File: config.mk
export PLATFORM = sky130hd
export DESIGN_NAME = key_scan_entry
export DESIGN_NICKNAME = d
export VERILOG_FILES = /design/src/rtl/key_scan_entry.sv
export SDC_FILE = /design/constraint.sdc
export NUM_CORES = 1
export LEC_CHECK = 0
export ABC_AREA = 1
export CAP_MARGIN = 20
export CORE_ASPECT_RATIO = 0.7
export CORE_MARGIN = 8
export CORE_UTILIZATION = 62
export CTS_CLUSTER_SIZE = 14
export DETAILED_ROUTE_END_ITERATION = 6
export PLACE_DENSITY_LB_ADDON = 0.08
export SYNTH_ARGS = -nofsm -noshare
export SYNTH_HDL_FRONTEND = slang
export SYNTH_SLANG_ARGS = --single-unit
export TNS_END_PERCENT = 1
File: constraint.sdc
create_clock -name sys_clk -period 5.6 [get_ports sys_clk]
set_input_delay 1.68 -clock sys_clk [delete_from_list [all_inputs] [get_ports sys_clk]]
set_output_delay 1.68 -clock sys_clk [all_outputs]
set_load 0.005 [all_outputs]
File: src/rtl/key_scan_entry.sv
// key_scan_entry: 4x4 keypad row scanner with sweep debounce, single-key entry FSM and six-digit shift register
module key_scan_entry #(
  parameter int SCAN_DIV = 25000,
  parameter int DEB_SWEEPS = 8
) (
  input  logic        sys_clk,
  input  logic        sys_rst_n,
  output logic [3:0]  row,
  input  logic [3:0]  col,
  output logic        key_valid,
  output logic [3:0]  key_code,
  output logic        key_down,
  output logic [23:0] data
);
  typedef enum logic [1:0] {IDLE, HELD, MULTI} state_t;
  state_t state, next;
  logic [3:0] col_m, col_s, stable, stable_n, idx;
  logic [14:0] cnt;
  logic [1:0] r;
  logic [15:0] snap, prev, deb, full;
  logic tick, ld, one, strobe;
  assign tick = cnt == 15'(SCAN_DIV - 1);
  assign full = {~col_s, snap[11:0]};
  assign stable_n = full == prev ? (stable == 4'(DEB_SWEEPS - 1) ? stable : stable + 4'd1) : 4'd0;
  assign one = deb != 16'd0 && (deb & (deb - 16'd1)) == 16'd0;
  assign row = ~(4'b0001 << r);
  assign key_down = state == HELD;
  always_comb begin
    idx = 4'd0;
    for (int i = 0; i < 16; i++) if (deb[i]) idx = 4'(i);
  end
  always_comb begin
    next = state;
    strobe = 1'b0;
    if (ld) begin
      if (deb == 16'd0) next = IDLE;
      else if (state == IDLE) begin
        next = one ? HELD : MULTI;
        strobe = one;
      end else if (state == HELD) next = one && idx == key_code ? HELD : MULTI;
    end
  end
  always_ff @(posedge sys_clk) state <= !sys_rst_n ? IDLE : next;
  always_ff @(posedge sys_clk) begin
    if (!sys_rst_n) begin
      col_m <= 4'hF;
      col_s <= 4'hF;
      cnt <= '0;
      r <= '0;
      snap <= '0;
      prev <= '0;
      deb <= '0;
      stable <= '0;
      ld <= 1'b0;
      key_valid <= 1'b0;
      key_code <= '0;
      data <= '0;
    end else begin
      col_m <= col;
      col_s <= col_m;
      cnt <= tick ? 15'd0 : cnt + 15'd1;
      ld <= 1'b0;
      if (tick) begin
        r <= r + 2'd1;
        snap[{r, 2'b00} +: 4] <= ~col_s;
        if (r == 2'd3) begin
          prev <= full;
          stable <= stable_n;
          if (stable_n == 4'(DEB_SWEEPS - 1)) begin
            deb <= full;
            ld <= 1'b1;
          end
        end
      end
      key_valid <= strobe;
      if (strobe) begin
        key_code <= idx;
        data <= {data[19:0], idx};
      end
    end
  end
endmodule
==> impl_metrics.toml, run 1 <==
[outcome]
status = "finished clean"

[placement]
post-dp-hpwl_mm = 7.496
gp_congestion = 0.8922
dp_cells = 721
postPlaceCellArea_sq_um = 4970
io_buffers = 39

[drt]
finalWirelength_mm = 10.55
wl_per_cell_um = 14.31
vias = 3974
drt_iter0_drc = 298
via_per_inst = 5.392
firstDrtPassIters = 4
drcViolationCount = 0
ant_nets = 0

[run]
drv_cap = 0

[floorplanning]
initial_core_util = 0.6336
chipHeight_um = 87.88
io-pin-count = 40
core-area_sq_um = 7222
row_count = 26
die-width_um = 118.7
die_area_sq_um = 10430

[timing]
worst_pin_slew_ps = 820.4
setup_viol = 0
fmax_ghz = 0.2730
fin_skew_ps = 16.59
timing.setup.tns_ps = 0
finalHoldViolations = 0
fin_hold_ws_ps = 422.2
relSlewSlack = 0.4517
rsz0062_at_grt = "no"
timing.final.crit_share = 0.6541
timing.final.crit_period_ps = 3663
slew_viol_final = 0

[yosys]
ys.flop_type = "dfxtp_1"
synthTopCellsByArea = "dfxtp_1 (44%), a21oi_1 (8.8%), inv_1 (8.4%), o21ai_0 (6.3%), nand2_1 (5.3%)"
avgSynthCellArea_sq_um = 7.563
synthArstFlopShare = 0
synthesis.nets = 618
yosys_warnings = 0
syn_area_sq_um = 4576
yosys.area.top_type = "dfxtp_1"
yosys_register_bits = 101
synth_edf_count = 0
synth_common_cells = "inv_1 (103), dfxtp_1 (101), a21oi_1 (80)"
synthCells = 605
netlist.area_leader.share = 0.4419
synth.distinct_cells = 43
yosysMostFrequentCell = "inv_1"
seq_area_frac_synth = 0.4419

[grt]
grt_pass1_vias = 3657
antenna_found_initial = 0
grt_pass1_wl_mm = 17.43
grt.overflow.total = 0
track_usage = 0.2070
grt_max_degree = 61

[cts]
clock-root-buffer = "clkbuf_8"
cts_resized = 0
cts_hold_buffers = 0
path_clk_slew_ps = 100
clk_latency_ps = 380
cts_tree = "done"
cts_made_buffers = 9
cts_setup_buffers = 0
clock_sinks = 101
clk_path_buf_depth = 2
ctsHtreeMaxLevel = 3

[critical_path]
crit_path_start_kind = "flip-flop"
crit_required_ps = 3920
cp-end-kind = "output pin"
r2r_setup_slack_ps = 2940
timing_worst_setup_path_type = "flip-flop to output pin"
worstReg2RegStart = "snap[5]"
r2r_cells = 10
rr_endpoint = "deb[11]"
crit_fanout = 10
cp_data_arrival_time_ps = 1980

[cells_and_area]
final_cells = 737
fin_util = 0.7159
synthToLayoutAreaGrowth_pct = 12.99
final_cell_area_sq_um = 5170
antenna_cells = 0
final_nets = 647
n_fill_cell = 599
layout-drive-gt1-share = 0.06103

[min_path]
holdPathStages = 1
hold_path.class = "flip-flop to flip-flop"
min-delay-start = "col_m[2]"
min_to = "col_s[2]"

[power_and_ir_drop]
p_leak_uw = 0.002100
powerDensity_nw_per_um2 = 241.7
peakVddDrop_v = 0.0001928
-- placed cells by master (no fill, tap or decap), drive strengths merged --
master,count
a211oi,12
a21oi,81
a31oi,5
a41oi,1
and2,1
and3,1
buf,2
bufinv,1
clkbuf,12
clkdlybuf4s50,39
clkinv,2
clkinvlp,1
dfxtp,101
ha,7
inv,105
nand2,66
nand3,10
nand3b,1
nand4,6
nor2,52
nor3,11
nor3b,3
nor4,8
nor4b,1
o211ai,1
o21ai,75
o21bai,1
o221ai,1
o22ai,1
or2,11
xnor2,7
xor2,13
-- worst max-delay path by stage --
stage / start / endpoint / depth (start not counted)
after floorplan: r[0] / row[0] / 4
after global placement: sys_rst_n / r[1] / 5
after detailed placement: sys_rst_n / cnt[12] / 5
after CTS: r[0] / row[0] / 4
after global routing: r[0] / row[0] / 4
final: r[0] / row[0] / 4
-- cell type report --
type,instances,area [sq um],share of cell area
Clock buffer,12,145.1,0.02807
Clock inverter,4,55.05,0.01065
Inverter,105,394.1,0.07623
Multi-Input combinational cell,376,2026,0.3918
Sequential cell,101,2022,0.3911
Tap cell,98,122.6,0.02372
Timing Repair Buffer,41,405.4,0.07841
-- cell families after synthesis --
| kind of cell | synth area share |
|---|---|
| DFF | 0.4419 |
| and+or+nand+nor | 0.1788 |
| AOI/OAI and AO/OA | 0.2065 |
| buffers and inverters | 0.1154 |
| xor gates and xnor gates | 0.03828 |
| adders and majority gates | 0.01914 |
-- stage by stage --
step	total power (uW)	worst slack (ps)
final	1250	1937
after global routing	1296	1814
after CTS	1257	1922
after detailed placement	792.4	2053
after global placement	791.2	2092
after floorplan	776.7	2873
-- power by group --
| group | internal (uW) | switching, uW |
|---|---|---|
| clock | 222 | 252 |
| combinational | 18.8 | 28.9 |
| sequential | 723 | 5.67 |
| total | 963 | 286 |
-- state kept, by name (all words and copies together) (netlist names), 3 cells and up --
name / flops
cnt: 15
col_s: 4
data: 21
key_code: 3
prev: 16
deb: 16
col_m: 4
snap: 12
stable: 4
-- routing by layer --
metal,GRT usage,wire (um)
met3,0.06439,674
met5,0,0
met2,0.3083,4469
met4,0.06057,173
met1,0.2821,5229
-- worst max-delay path: stages, from the launching register on --
cell             delay, ps
dfxtp_1                520
inv_1                  170
ha_1                   280
inv_1                  110
clkdlybuf4s50_1        510
No activity file was read; power rests on OpenSTA's default activity.
==> inputs of run 2 (changes only) <==
--- a/config.mk
+++ b/config.mk
@@ -9,7 +9,7 @@
 export CAP_MARGIN = 20
 export CORE_ASPECT_RATIO = 0.7
 export CORE_MARGIN = 8
-export CORE_UTILIZATION = 62
+export CORE_UTILIZATION = 57
 export CTS_CLUSTER_SIZE = 14
 export DETAILED_ROUTE_END_ITERATION = 6
 export PLACE_DENSITY_LB_ADDON = 0.08
==> constraint.sdc (replaced) <==
create_clock -name sys_clk -period 3.6 [get_ports sys_clk]
set_input_delay 1.08 -clock sys_clk [delete_from_list [all_inputs] [get_ports sys_clk]]
set_output_delay 1.08 -clock sys_clk [all_outputs]
set_load 0.005 [all_outputs]
==> run 2 against run 1 <==
Against the previous run: die area increased by 7.4%; via count is essentially flat; global-route usage fell by 0.90 points; total power grew 73%; cell area is 1.9% higher; register-to-register slack got worse by 1900 ps; core utilization is 4.4 points lower; largest power group unchanged.
==> impl_metrics.toml, run 2 (same netlist as run 1, synthesis figures left out) <==
[placement]
io_buffers = 39
pre_cts_ws_ps = 933.6
gp_congestion = 0.8291
postPlaceCellArea_sq_um = 4981
post-dp-hpwl_mm = 7.553

[power_and_ir_drop]
peakVddDrop_v = 0.0004073
p_leak_uw = 0.002152
powerDensity_nw_per_um2 = 410.2

[cells_and_area]
top_register = "data"
final_common_cell = "inv_1"
final_nets = 648
n_fill_cell = 656
synthToLayoutAreaGrowth_pct = 15.15
top_regs = "data: 21 flops, deb: 16 flops, prev: 16 flops"
antenna_cells = 0
layout_common_cells = "inv_1 (103), dfxtp_1 (101), a21oi_1 (80)"
largest_register_ffs = 21
layout-drive-gt1-share = 0.06563
fin_util = 0.6723
final_cell_area_sq_um = 5269

[grt]
grt_max_degree = 61
grt.overflow.total = 0
grt_pass1_vias = 3806
antenna_found_initial = 0
track_usage = 0.1980
grt_pass1_wl_mm = 18.02

[timing]
timing.setup.tns_ps = 0
timing.final.ws_setup_ps = 538.4
finalHoldViolations = 0
timing.final.crit_period_ps = 3062
slew_viol_final = 0
setup_viol = 0
worst_pin_slew_ps = 801.0
fin_skew_ps = 12.50
relSlewSlack = 0.4647
rsz0062_at_grt = "no"
fmax_ghz = 0.3266
timing.final.crit_share = 0.8505

[cts]
clk_latency_ps = 360
clk_path_buf_depth = 2
cts_resized = 0
clock-root-buffer = "clkbuf_16"
cts_made_buffers = 9
cts_hold_buffers = 0
ctsHtreeMaxLevel = 3
path_clk_slew_ps = 70
cts_tree = "done"
clock_sinks = 101
cts_setup_buffers = 0

[drt]
wl_per_cell_um = 14.33
finalWirelength_mm = 10.62
drcViolationCount = 0
drt_iter0_drc = 376
via_per_inst = 5.364
firstDrtPassIters = 5
vias = 3975
ant_nets = 0

[critical_path]
rr_endpoint = "deb[8]"
r2r_setup_slack_ps = 1020
r2r_cells = 10
crit_required_ps = 2520
timing_worst_setup_path_type = "flip-flop to output pin"
cp_data_arrival_time_ps = 1980
cp-end-kind = "output pin"
crit_path_start_kind = "flip-flop"
setup.worst_path.end = "row[0]"
worstReg2RegStart = "col_s[2]"
cp-startpoint = "r[0]"
crit_fanout = 10

[min_path]
hold_path.class = "flip-flop to flip-flop"

[floorplanning]
row_count = 27
initial_core_util = 0.5838
die-width_um = 123.1
chipHeight_um = 90.96
core-area_sq_um = 7838
die_area_sq_um = 11200
io-pin-count = 40

[run]
drv_cap = 0

[outcome]
status = "finished clean"
[run 2: cell count changes in the layout (fill, tap and decap cells not counted), sizes merged]
cell      change
buf           +1
bufinv        -1
inv           +4
clkinv        +1
clkbuf        -3
clkinvlp      -1
[run 2: routing by layer]
layer | wire, um | global-route usage | vias to the layer above
li1 | - | - | 2028
met1 | 5407 | 0.2815 | 1822
met2 | 4392 | 0.2853 | 115
met3 | 725 | 0.05937 | 10
met4 | 95 | 0.04895 | 0
met5 | 0 | 0 | -
[run 2: worst min-delay path by stage]
| stage | from | to | slack, ps | cells after the start |
|---|---|---|---|---|
| 3_5_place_dp | col_m[3] | col_s[3] | 400 | 1 |
| 4_1_cts | col_m[3] | col_s[3] | 420 | 1 |
| 6_report | col_m[3] | col_s[3] | 420 | 1 |
| 2_1_floorplan | col_m[0] | col_s[0] | 390 | 1 |
| 5_1_grt | col_m[3] | col_s[3] | 430 | 1 |
| 3_3_place_gp | col_m[0] | col_s[0] | 400 | 1 |
[run 2: area by class of cell]
type                            instances  area [sq um]  share of cell area
Clock buffer                            9         225.2             0.04275
Clock inverter                          7         62.56             0.01187
Inverter                              105         394.1             0.07480
Multi-Input combinational cell        376          2026              0.3845
Sequential cell                       101          2022              0.3838
Tap cell                              101         126.4             0.02398
Timing Repair Buffer                   42         412.9             0.07837
[run 2: report_power, final]
group	internal (uW)	switching, uW	total (uW)	leakage [uW]
clock network	486	466	952	0.000145
logic	30.1	46.4	76.5	0.00119
registers	1120	8.45	1130	0.000816
[run 2: worst max-delay path: stages, from the launching register on]
cell and delay [ps]:
dfxtp_1 520, inv_1 180, ha_1 290, inv_1 120, clkdlybuf4s50_1 520
[run 2: stage by stage]
stage | std cells | total power (uW) | hold slack (ps)
finish | 741 | 2161 | 418.4
global placement | 725 | 1232 | 396.1
CTS | 741 | 2176 | 419.2
global route | 741 | 2226 | 431.9
detailed placement | 725 | 1234 | 401.5
floorplan | 605 | 1208 | 392.5
